<file path="src/rtl/product_csa_accumulator_pkg.sv">
// Shared widths, FSM encoding and carry-save helpers for the product accumulator.
package product_csa_accumulator_pkg;

    localparam int unsigned SIG_WIDTH = 23;
    localparam int unsigned PW        = 2 * (SIG_WIDTH + 1) + 1;
    localparam int unsigned ACC_WIDTH = PW + 5;
    localparam int unsigned N_PROD    = 9;
    localparam int unsigned GROUP     = 3;
    localparam int unsigned N_BEATS   = N_PROD / GROUP;
    localparam int unsigned VEC_WIDTH = N_PROD * PW;
    localparam int unsigned GRP_WIDTH = GROUP * PW;
    localparam int unsigned N_OPS     = 2 * GROUP + 2;

    typedef enum logic [1:0] {
        IDLE = 2'd0,
        ACC  = 2'd1,
        SUM  = 2'd2,
        DONE = 2'd3
    } acc_state_t;

    typedef struct packed {
        logic [ACC_WIDTH-1:0] s;
        logic [ACC_WIDTH-1:0] c;
    } csa_pair_t;

    // One 3:2 compressor row; carry is pre-shifted and its MSB dropped.
    function automatic csa_pair_t csa3(input logic [ACC_WIDTH-1:0] a,
                                       input logic [ACC_WIDTH-1:0] b,
                                       input logic [ACC_WIDTH-1:0] d);
        csa_pair_t            r;
        logic [ACC_WIDTH-1:0] maj;
        maj = (a & b) | (a & d) | (b & d);
        r.s = a ^ b ^ d;
        r.c = {maj[ACC_WIDTH-2:0], 1'b0};
        return r;
    endfunction

    // Sign-extend a product vector to accumulator width.
    function automatic logic [ACC_WIDTH-1:0] sext_pw(input logic [PW-1:0] v);
        return {{(ACC_WIDTH - PW){v[PW-1]}}, v};
    endfunction

endpackage

</file>
<file path="src/rtl/product_csa_accumulator_csa_tree_8to2.sv">
// Combinational 8-operand carry-save compressor tree (four 3:2 levels).
module csa_tree_8to2
    import product_csa_accumulator_pkg::*;
(
    input  logic [N_OPS*ACC_WIDTH-1:0] ops,
    output logic [ACC_WIDTH-1:0]       sum,
    output logic [ACC_WIDTH-1:0]       carry
);

    logic [ACC_WIDTH-1:0] op [N_OPS];
    csa_pair_t l1a, l1b, l2a, l2b, l3, l4;

    // Unpack the flat operand bus.
    always_comb begin
        for (int i = 0; i < int'(N_OPS); i++) begin
            op[i] = ops[i*ACC_WIDTH +: ACC_WIDTH];
        end
    end

    // 8 -> 6 -> 4 -> 3 -> 2 reduction.
    always_comb begin
        l1a   = csa3(op[0], op[1], op[2]);
        l1b   = csa3(op[3], op[4], op[5]);
        l2a   = csa3(l1a.s, l1a.c, l1b.s);
        l2b   = csa3(l1b.c, op[6], op[7]);
        l3    = csa3(l2a.s, l2a.c, l2b.s);
        l4    = csa3(l3.s, l3.c, l2b.c);
        sum   = l4.s;
        carry = l4.c;
    end

endmodule

</file>
<file path="src/rtl/product_csa_accumulator.sv">
// Accumulates a batch of 9 carry-save product pairs, 3 per beat, and emits one signed sum.
module product_csa_accumulator
    import product_csa_accumulator_pkg::*;
(
    input  logic                 clk,
    input  logic                 rst,
    input  logic                 in_valid,
    output logic                 in_ready,
    input  logic [VEC_WIDTH-1:0] in_s,
    input  logic [VEC_WIDTH-1:0] in_c,
    output logic                 out_valid,
    input  logic                 out_ready,
    output logic [ACC_WIDTH-1:0] result,
    output logic                 result_zero
);

    acc_state_t                 state;
    logic [1:0]                 cnt;
    logic [VEC_WIDTH-1:0]       buf_s;
    logic [VEC_WIDTH-1:0]       buf_c;
    logic [ACC_WIDTH-1:0]       acc_s;
    logic [ACC_WIDTH-1:0]       acc_c;
    logic [GRP_WIDTH-1:0]       grp_s;
    logic [GRP_WIDTH-1:0]       grp_c;
    logic [N_OPS*ACC_WIDTH-1:0] tree_ops;
    logic [ACC_WIDTH-1:0]       tree_sum;
    logic [ACC_WIDTH-1:0]       tree_carry;
    logic [ACC_WIDTH-1:0]       final_sum;

    // Batch buffer loads only on accept so idle-time input garbage never enters the datapath.
    always_ff @(posedge clk) begin
        if (state == IDLE && in_valid) begin
            buf_s <= in_s;
            buf_c <= in_c;
        end
    end

    // Select the three pairs consumed on the current beat.
    always_comb begin
        grp_s = buf_s[0 +: GRP_WIDTH];
        grp_c = buf_c[0 +: GRP_WIDTH];
        case (cnt)
            2'd0: begin
                grp_s = buf_s[0 +: GRP_WIDTH];
                grp_c = buf_c[0 +: GRP_WIDTH];
            end
            2'd1: begin
                grp_s = buf_s[GRP_WIDTH +: GRP_WIDTH];
                grp_c = buf_c[GRP_WIDTH +: GRP_WIDTH];
            end
            default: begin
                grp_s = buf_s[2*GRP_WIDTH +: GRP_WIDTH];
                grp_c = buf_c[2*GRP_WIDTH +: GRP_WIDTH];
            end
        endcase
    end

    // Tree operands: running accumulator pair followed by the sign-extended beat pairs.
    always_comb begin
        tree_ops = '0;
        tree_ops[0 +: ACC_WIDTH]         = acc_s;
        tree_ops[ACC_WIDTH +: ACC_WIDTH] = acc_c;
        for (int j = 0; j < int'(GROUP); j++) begin
            tree_ops[(2*j+2)*ACC_WIDTH +: ACC_WIDTH] = sext_pw(grp_s[j*PW +: PW]);
            tree_ops[(2*j+3)*ACC_WIDTH +: ACC_WIDTH] = sext_pw(grp_c[j*PW +: PW]);
        end
    end

    csa_tree_8to2 u_tree (
        .ops   (tree_ops),
        .sum   (tree_sum),
        .carry (tree_carry)
    );

    // Final carry-propagate add; carry-out is dropped.
    always_comb begin
        final_sum = acc_s + acc_c;
    end

    // Control FSM with registered handshake and result outputs.
    always_ff @(posedge clk or posedge rst) begin
        if (rst) begin
            state       <= IDLE;
            cnt         <= 2'd0;
            acc_s       <= '0;
            acc_c       <= '0;
            in_ready    <= 1'b1;
            out_valid   <= 1'b0;
            result      <= '0;
            result_zero <= 1'b0;
        end else begin
            case (state)
                IDLE: begin
                    if (in_valid) begin
                        acc_s    <= '0;
                        acc_c    <= '0;
                        cnt      <= 2'd0;
                        in_ready <= 1'b0;
                        state    <= ACC;
                    end
                end
                ACC: begin
                    acc_s <= tree_sum;
                    acc_c <= tree_carry;
                    if (cnt == 2'(N_BEATS - 1)) begin
                        cnt   <= 2'd0;
                        state <= SUM;
                    end else begin
                        cnt <= cnt + 2'd1;
                    end
                end
                SUM: begin
                    result      <= final_sum;
                    result_zero <= (final_sum == '0);
                    out_valid   <= 1'b1;
                    state       <= DONE;
                end
                DONE: begin
                    if (out_ready) begin
                        out_valid <= 1'b0;
                        in_ready  <= 1'b1;
                        state     <= IDLE;
                    end
                end
                default: begin
                    out_valid <= 1'b0;
                    in_ready  <= 1'b1;
                    state     <= IDLE;
                end
            endcase
        end
    end

endmodule

</file>
<file path="config.mk">
export PLATFORM = sky130hd
export DESIGN_NAME = product_csa_accumulator
export DESIGN_NICKNAME = d
export VERILOG_FILES = /design/src/rtl/product_csa_accumulator_pkg.sv /design/src/rtl/product_csa_accumulator_csa_tree_8to2.sv /design/src/rtl/product_csa_accumulator.sv
export SDC_FILE = /design/constraint.sdc
export NUM_CORES = 2
export LEC_CHECK = 0
export BUFFER_PORTS_ARGS = -buffer_cell sky130_fd_sc_hd__clkbuf_2
export CORE_MARGIN = 8
export CORE_UTILIZATION = 35
export DETAILED_ROUTE_END_ITERATION = 16
export PLACE_DENSITY = 0.57
export SLEW_MARGIN = 5
export SYNTH_ARGS = -nofsm -noshare
export SYNTH_HDL_FRONTEND = slang
export SYNTH_SLANG_ARGS = --single-unit
</file>
<file path="constraint.sdc">
create_clock -name clk -period 36.1 [get_ports clk]
set_clock_uncertainty 0.05 [all_clocks]
set_input_delay 7.22 -clock clk [delete_from_list [all_inputs] [get_ports clk]]
set_output_delay 7.22 -clock clk [all_outputs]
set_load 0.02 [all_outputs]
</file>
# Word level (Yosys, flattened, before mapping)
# Cells that the tools add are included.
dict set report totals {
  memories 0
  out_inout_bits 57
  in_bits 886
  mem_bits_rw 0
  latch_bits 0
  wordCells 90
  rom_bits 0
  reg_bits 1051
}
dict set report op_classes {
  reduce_logical 11
  multipliers 0
  magnitude_cmp 0
  bitwise_logic 42
  eq_ne 8
  div 0
  mux 17
  n_shift 0
  n_addsub 2
}
# op n
set op_table {}
lappend op_table {{53-bit AND} 18}
lappend op_table {{54-bit bitwise XOR} 12}
lappend op_table {{53-bit bitwise OR} 12}
lappend op_table {{147-bit one-hot mux with 2 select lines} 2}
lappend op_table {{54-bit one-hot mux with 2 select lines} 2}
lappend op_table {{54-bit adder} 1}
lappend op_table {{54-bit zero test} 1}
lappend op_table {{54-bit 2-to-1 mux} 1}
lappend op_table {{2-bit 2-to-1 mux} 5}
lappend op_table {{2-bit one-hot mux with 4 select lines} 1}
lappend op_table {{2-bit == test, second input constant} 3}
lappend op_table {{2-bit != test, second input constant} 3}
lappend op_table {{3-bit AND reduction} 2}
lappend op_table {{2-bit nonzero test} 3}
lappend op_table {{2-bit by 1-bit == test with 1-bit output, second input constant} 2}
lappend op_table {{2-bit zero test} 2}
lappend op_table {{1-bit one-hot mux with 2 select lines} 2}
lappend op_table {{2-bit one-hot mux with 2 select lines} 1}
lappend op_table {{2-bit AND reduction} 2}
lappend op_table {{1-bit 2-to-1 mux} 3}
lappend op_table {{2-bit by 1-bit adder with 2-bit output, second input constant} 1}
lappend op_table {{1-bit logical AND} 1}

# Logic depth before layout (Yosys ltp)
dict set report logic_depth {
  ltp_word 15
  depth_mapped 14
}

# Cells and area by module
# A second synthesis with hierarchy kept.
dict set report hier_totals {
  cells_unflattened 3547
  hier_area_um2 50118.1
}
# mod cells_per_inst instances seq_area_each_um2 area_each_um2
set by_module_without_submodules {}
lappend by_module_without_submodules {product_csa_accumulator 2799 1 30715.7 42075.4}
lappend by_module_without_submodules {csa_tree_8to2 748 1 0.0 8042.7}

# Worst setup path after synthesis
# Ideal clock, no wire load.
dict set report synth_timing {
  kind {input to register}
  startpoint {input port in_valid}
  endpoint {register cnt[0]}
  t_arrival_ns 30.747
  slack_ns 5.159
  path_stages 6
  t_required_ns 35.906
  path_cell_list {and2_1 -> a21oi_1 -> clkbuf_1 -> buf_1 -> nand2_1 -> o31ai_1}
}
dict set report synth_via {
  elab_chain_len 2
}
# item line
set synth_lines {}
lappend synth_lines {{start, declared} product_csa_accumulator.sv:7} ;# input logic in_valid,
lappend synth_lines {{2-bit != test (no line)} --}
lappend synth_lines {{2-bit AND reduction (no line)} --}
lappend synth_lines {{end signal, assigned} product_csa_accumulator.sv:109} ;# cnt <= cnt + 2'd1;
lappend synth_lines {{end, declared} product_csa_accumulator.sv:18} ;# logic [1:0] cnt;
# Every way passes these cells.
# A chain may end at the register's enable or synchronous reset.

# Worst setup path in the final report
dict set report layout_timing {
  startpoint {input port in_valid}
  endpoint {register buf_s[390], enable pin}
}
dict set report layout_via {
  elab_chain_len 1
}
# item line
set layout_lines {}
lappend layout_lines {{1-bit logical AND} product_csa_accumulator.sv:32} ;# if (state == IDLE && in_valid) begin
lappend layout_lines {{end signal, assigned} product_csa_accumulator.sv:33} ;# buf_s <= in_s;
lappend layout_lines {{end, declared} product_csa_accumulator.sv:19} ;# logic [VEC_WIDTH-1:0] buf_s;
# Every way passes these cells.

==> out/results.md <==
• **post-synth net total** 4,886
• **clk sinks** 1,049
• **kind of end point of the critical path** flip-flop
• **number of cells on the worst reg-to-reg path** 8
• **DRC marker count from the first detailed-route iteration** 1,826
• **highest fanout seen on the critical path** 82
• **Critical-path top delay cell** sky130_fd_sc_hd__buf_4
• **Mapped Area** 49,700 um^2
• **overflow left after global routing** 0
• **most used cell along the critical path** sky130_fd_sc_hd__buf_4
• **final weighted congestion of routability-driven global placement** 0.857
• **classification of the worst setup path** in -> reg
• **number of enable-type register cells in the synthesized netlist** 882
• **number of nets still failing antenna checks after routing** 0
• **critical path cell sequence** clkbuf_2 > and2_4 > buf_4 > buf_4 > buf_4 > buf_4 > buf_4
• **number of antenna violations at the first check in global routing** 35
• **number of register bits inferred by synthesis** 1,049
• **number of global-route vias before repair** 32,900
• **H-tree depth reported by CTS** 3
• **number of port buffers** 942
• **Mapped Cells** 3,634
• **final-report setup violation count** 0
• **reg-to-reg setup timing slack** 29.60 ns
• **Setup TNS** 0 ns
• **tightest slew margin relative to the limit** 0.136
• **register area share after synthesis** 0.618
• **area used by multi-input combinational logic** 16,700 um^2
• **crit path DAT** 12.51 ns
• **highest layer used for signal routing** met5
• **slew at the pin closest to its max-slew limit** 1.28 ns
• **Filler cells** 13,400
• **io pins** 943
• **routed metal-1 wirelength** 61.5 mm
• **chip height** 393 um
• **die boundary width** 393 um
• **detailed-routed wire length on met3** 10.8 mm
• **number of buffers inserted by hold repair at cts** 0
• **data required time at the worst endpoint** 36.40 ns
• **R2R Path End** buf_s[390]
• **Setup Fix Bufs, Post-CTS** 0
• **final period utilization** 0.338
• **cell chosen for the clock root** sky130_fd_sc_hd__clkbuf_16
• **crit start category** primary input
• **achievable frequency** 81.9 MHz
• **placeable core area** 141,000 um^2
• **fraction of layout instances using a drive strength above 1** 0.259
• **worst hold path cell count** 2
• **starting density of the core** 0.352
• **buffer depth of the longest clock path** 3
• **insertion delay of the later-clocked pin in the worst-skew pair** 0.74 ns
• **drt first pass iters** 5
• **startpoint of the worst hold path** result[39]
• **outcome** complete, no violations
• **launching point of the worst reg2reg path** state[0]
• **number of nets at the end of the flow** 5,833
• **ys async rst share** 0.159
• **maximum number of pins on one net before global-route repair** 166
• **met2 wire length** 76.2 mm
• **shortest clock period the worst path allows after layout** 12.21 ns
• **kind of cell with the highest combined delay on the critical path** buffers and inverters
• **top-area cell type share of the netlist area** 0.533
• **floorplan die area** 154,000 um^2
• **final wirelength** 152 mm
• **Syn-to-layout area delta** 21.8%
• **setup repair after global routing missed its margin** no
• **commonest register cell after synthesis** sky130_fd_sc_hd__edfxtp_1
• **global-route wire length before repair** 217 mm
• **mean cell area of the mapped netlist** 13.7 um^2
• **# DRC** 0
• **detailed-route via count** 31,000
• **leading area contributor after synthesis** sky130_fd_sc_hd__edfxtp_1
• **class of the most critical hold timing path** reg -> reg
• **Clock Pin Slew Worst Setup and Hold Paths** 0.06 ns
• **post-DR vias/cell** 4.71
• **Resized cells post-CTS** 0
• **maxcap violations** 0
• **Distinct cells, synth** 76
• **maximum cell stage delay along the critical path** 0.91 ns
• **clock tree from TritonCTS** built
• **DPL Wire Length** 119 mm
• **worst min-delay path endpoint** result[39]
• **Overall Global Routing Usage** 0.191
• **number of placement rows** 138
• **leading post-synthesis cells by cell area** sky130_fd_sc_hd__edfxtp_1 (53%), sky130_fd_sc_hd__fa_1 (12%), sky130_fd_sc_hd__dfrtp_1 (8.4%)
• **register area** 30,700 um^2
• **drt wl/cell** 23.0 um
• **count of buffering cells on the critical path with inverters included** 6
• **max-slew violation count** 0
• **total CTS buffers** 113
• **synthesis warning total** 0
• **count of final hold-check violations** 0
## per-layer routing
metal	vias to the layer above	global-route usage
li1	14500	-
met1	15500	0.241
met2	866	0.330
met3	170	0.0506
met4	6	0.0467
met5	-	0
## synth_stat cells (16+ instances only)
| cell type | n |
|---|---|
| sky130_fd_sc_hd__fa_1 | 306 |
| sky130_fd_sc_hd__dfrtp_1 | 166 |
| sky130_fd_sc_hd__ha_1 | 60 |
| sky130_fd_sc_hd__mux2i_1 | 298 |
| sky130_fd_sc_hd__a21o_1 | 20 |
| sky130_fd_sc_hd__edfxtp_1 | 882 |
| sky130_fd_sc_hd__nand2_1 | 354 |
| sky130_fd_sc_hd__nor2_1 | 142 |
| sky130_fd_sc_hd__inv_1 | 480 |
| sky130_fd_sc_hd__a21oi_1 | 176 |
| sky130_fd_sc_hd__o21ai_0 | 332 |
| sky130_fd_sc_hd__xnor2_1 | 34 |
| sky130_fd_sc_hd__buf_1 | 32 |
| sky130_fd_sc_hd__nand4_1 | 16 |
| sky130_fd_sc_hd__mux2_2 | 37 |
| sky130_fd_sc_hd__clkbuf_1 | 110 |
## cell usage in the layout (no fill, tap or decap), types with 142 or more instances in the layout
cell                       Yosys  final
sky130_fd_sc_hd__mux2i_1     298    298
sky130_fd_sc_hd__o21ai_0     332    329
sky130_fd_sc_hd__a21oi_1     176    175
sky130_fd_sc_hd__nor2_1      142    142
sky130_fd_sc_hd__edfxtp_1    882    882
sky130_fd_sc_hd__dfrtp_1     166    164
sky130_fd_sc_hd__nand2_1     354    353
sky130_fd_sc_hd__fa_1        306    306
sky130_fd_sc_hd__clkbuf_2      0    942
sky130_fd_sc_hd__inv_1       480    479
## registers in the layout (all words and copies together) (netlist names)
name	cells
acc_c	52
acc_s	54
buf_c	441
buf_s	441
cnt	2
in_ready	1
out_valid	1
result	54
result_zero	1
state	2
## worst min-delay path: stages, from the launching register on
cell,delay (ns)
sky130_fd_sc_hd__dfrtp_1,0.34
sky130_fd_sc_hd__nand2_1,0.05
sky130_fd_sc_hd__o21ai_0,0.06
## logic make-up (layout without fill, tap and decap cells)
| family | count (synthesis) | after routing | share of synthesized area |
|---|---|---|---|
| xor+xnor | 47 | 47 | 0.00857 |
| mux | 335 | 335 | 0.0685 |
| buf+inv | 625 | 1667 | 0.0473 |
| other cells | 0 | 23 | 0 |
| simple gates | 594 | 594 | 0.0506 |
| fa+ha+maj | 366 | 366 | 0.138 |
| flops | 1049 | 1049 | 0.618 |
| compound gates | 618 | 618 | 0.0689 |
## worst max path at each step
stage                     startpoint         end  slack (ns)  cells after the start
after CTS                   in_valid  buf_c[321]       23.83                      7
final                       in_valid  buf_s[390]       23.89                      7
after global routing        in_valid  buf_c[128]       23.50                      7
after detailed placement    in_valid  buf_c[276]       23.03                      7
after global placement      in_valid  buf_c[276]       23.15                      7
after floorplan             in_valid      cnt[0]        5.16                      6
## layout make-up
cell class	count	share of cell area
Timing Repair Buffer	977	0.0827
Inverter	480	0.0299
Clock inverter	70	0.0153
Antenna cell	23	0.000952
Multi-Input combinational cell	1960	0.276
Tap cell	1890	0.0391
Sequential cell	1049	0.507
Clock buffer	140	0.0488
## through the flow
step	utilization	hold slack [ns]	worst slack, ns	cell area [um^2]	cells
CTS	0.428	0.445	23.83	60400	6566
finish	0.428	0.441	23.89	60500	6589
global route	0.428	0.477	23.50	60400	6583
global placement	0.400	0.427	23.15	56500	6356
detailed placement	0.400	0.430	23.03	56500	6356
floorplan	-	0.420	5.16	49700	3634
Power is not shown: default switching activity piles up to over one toggle a cycle in this logic, so the estimate is an artifact.
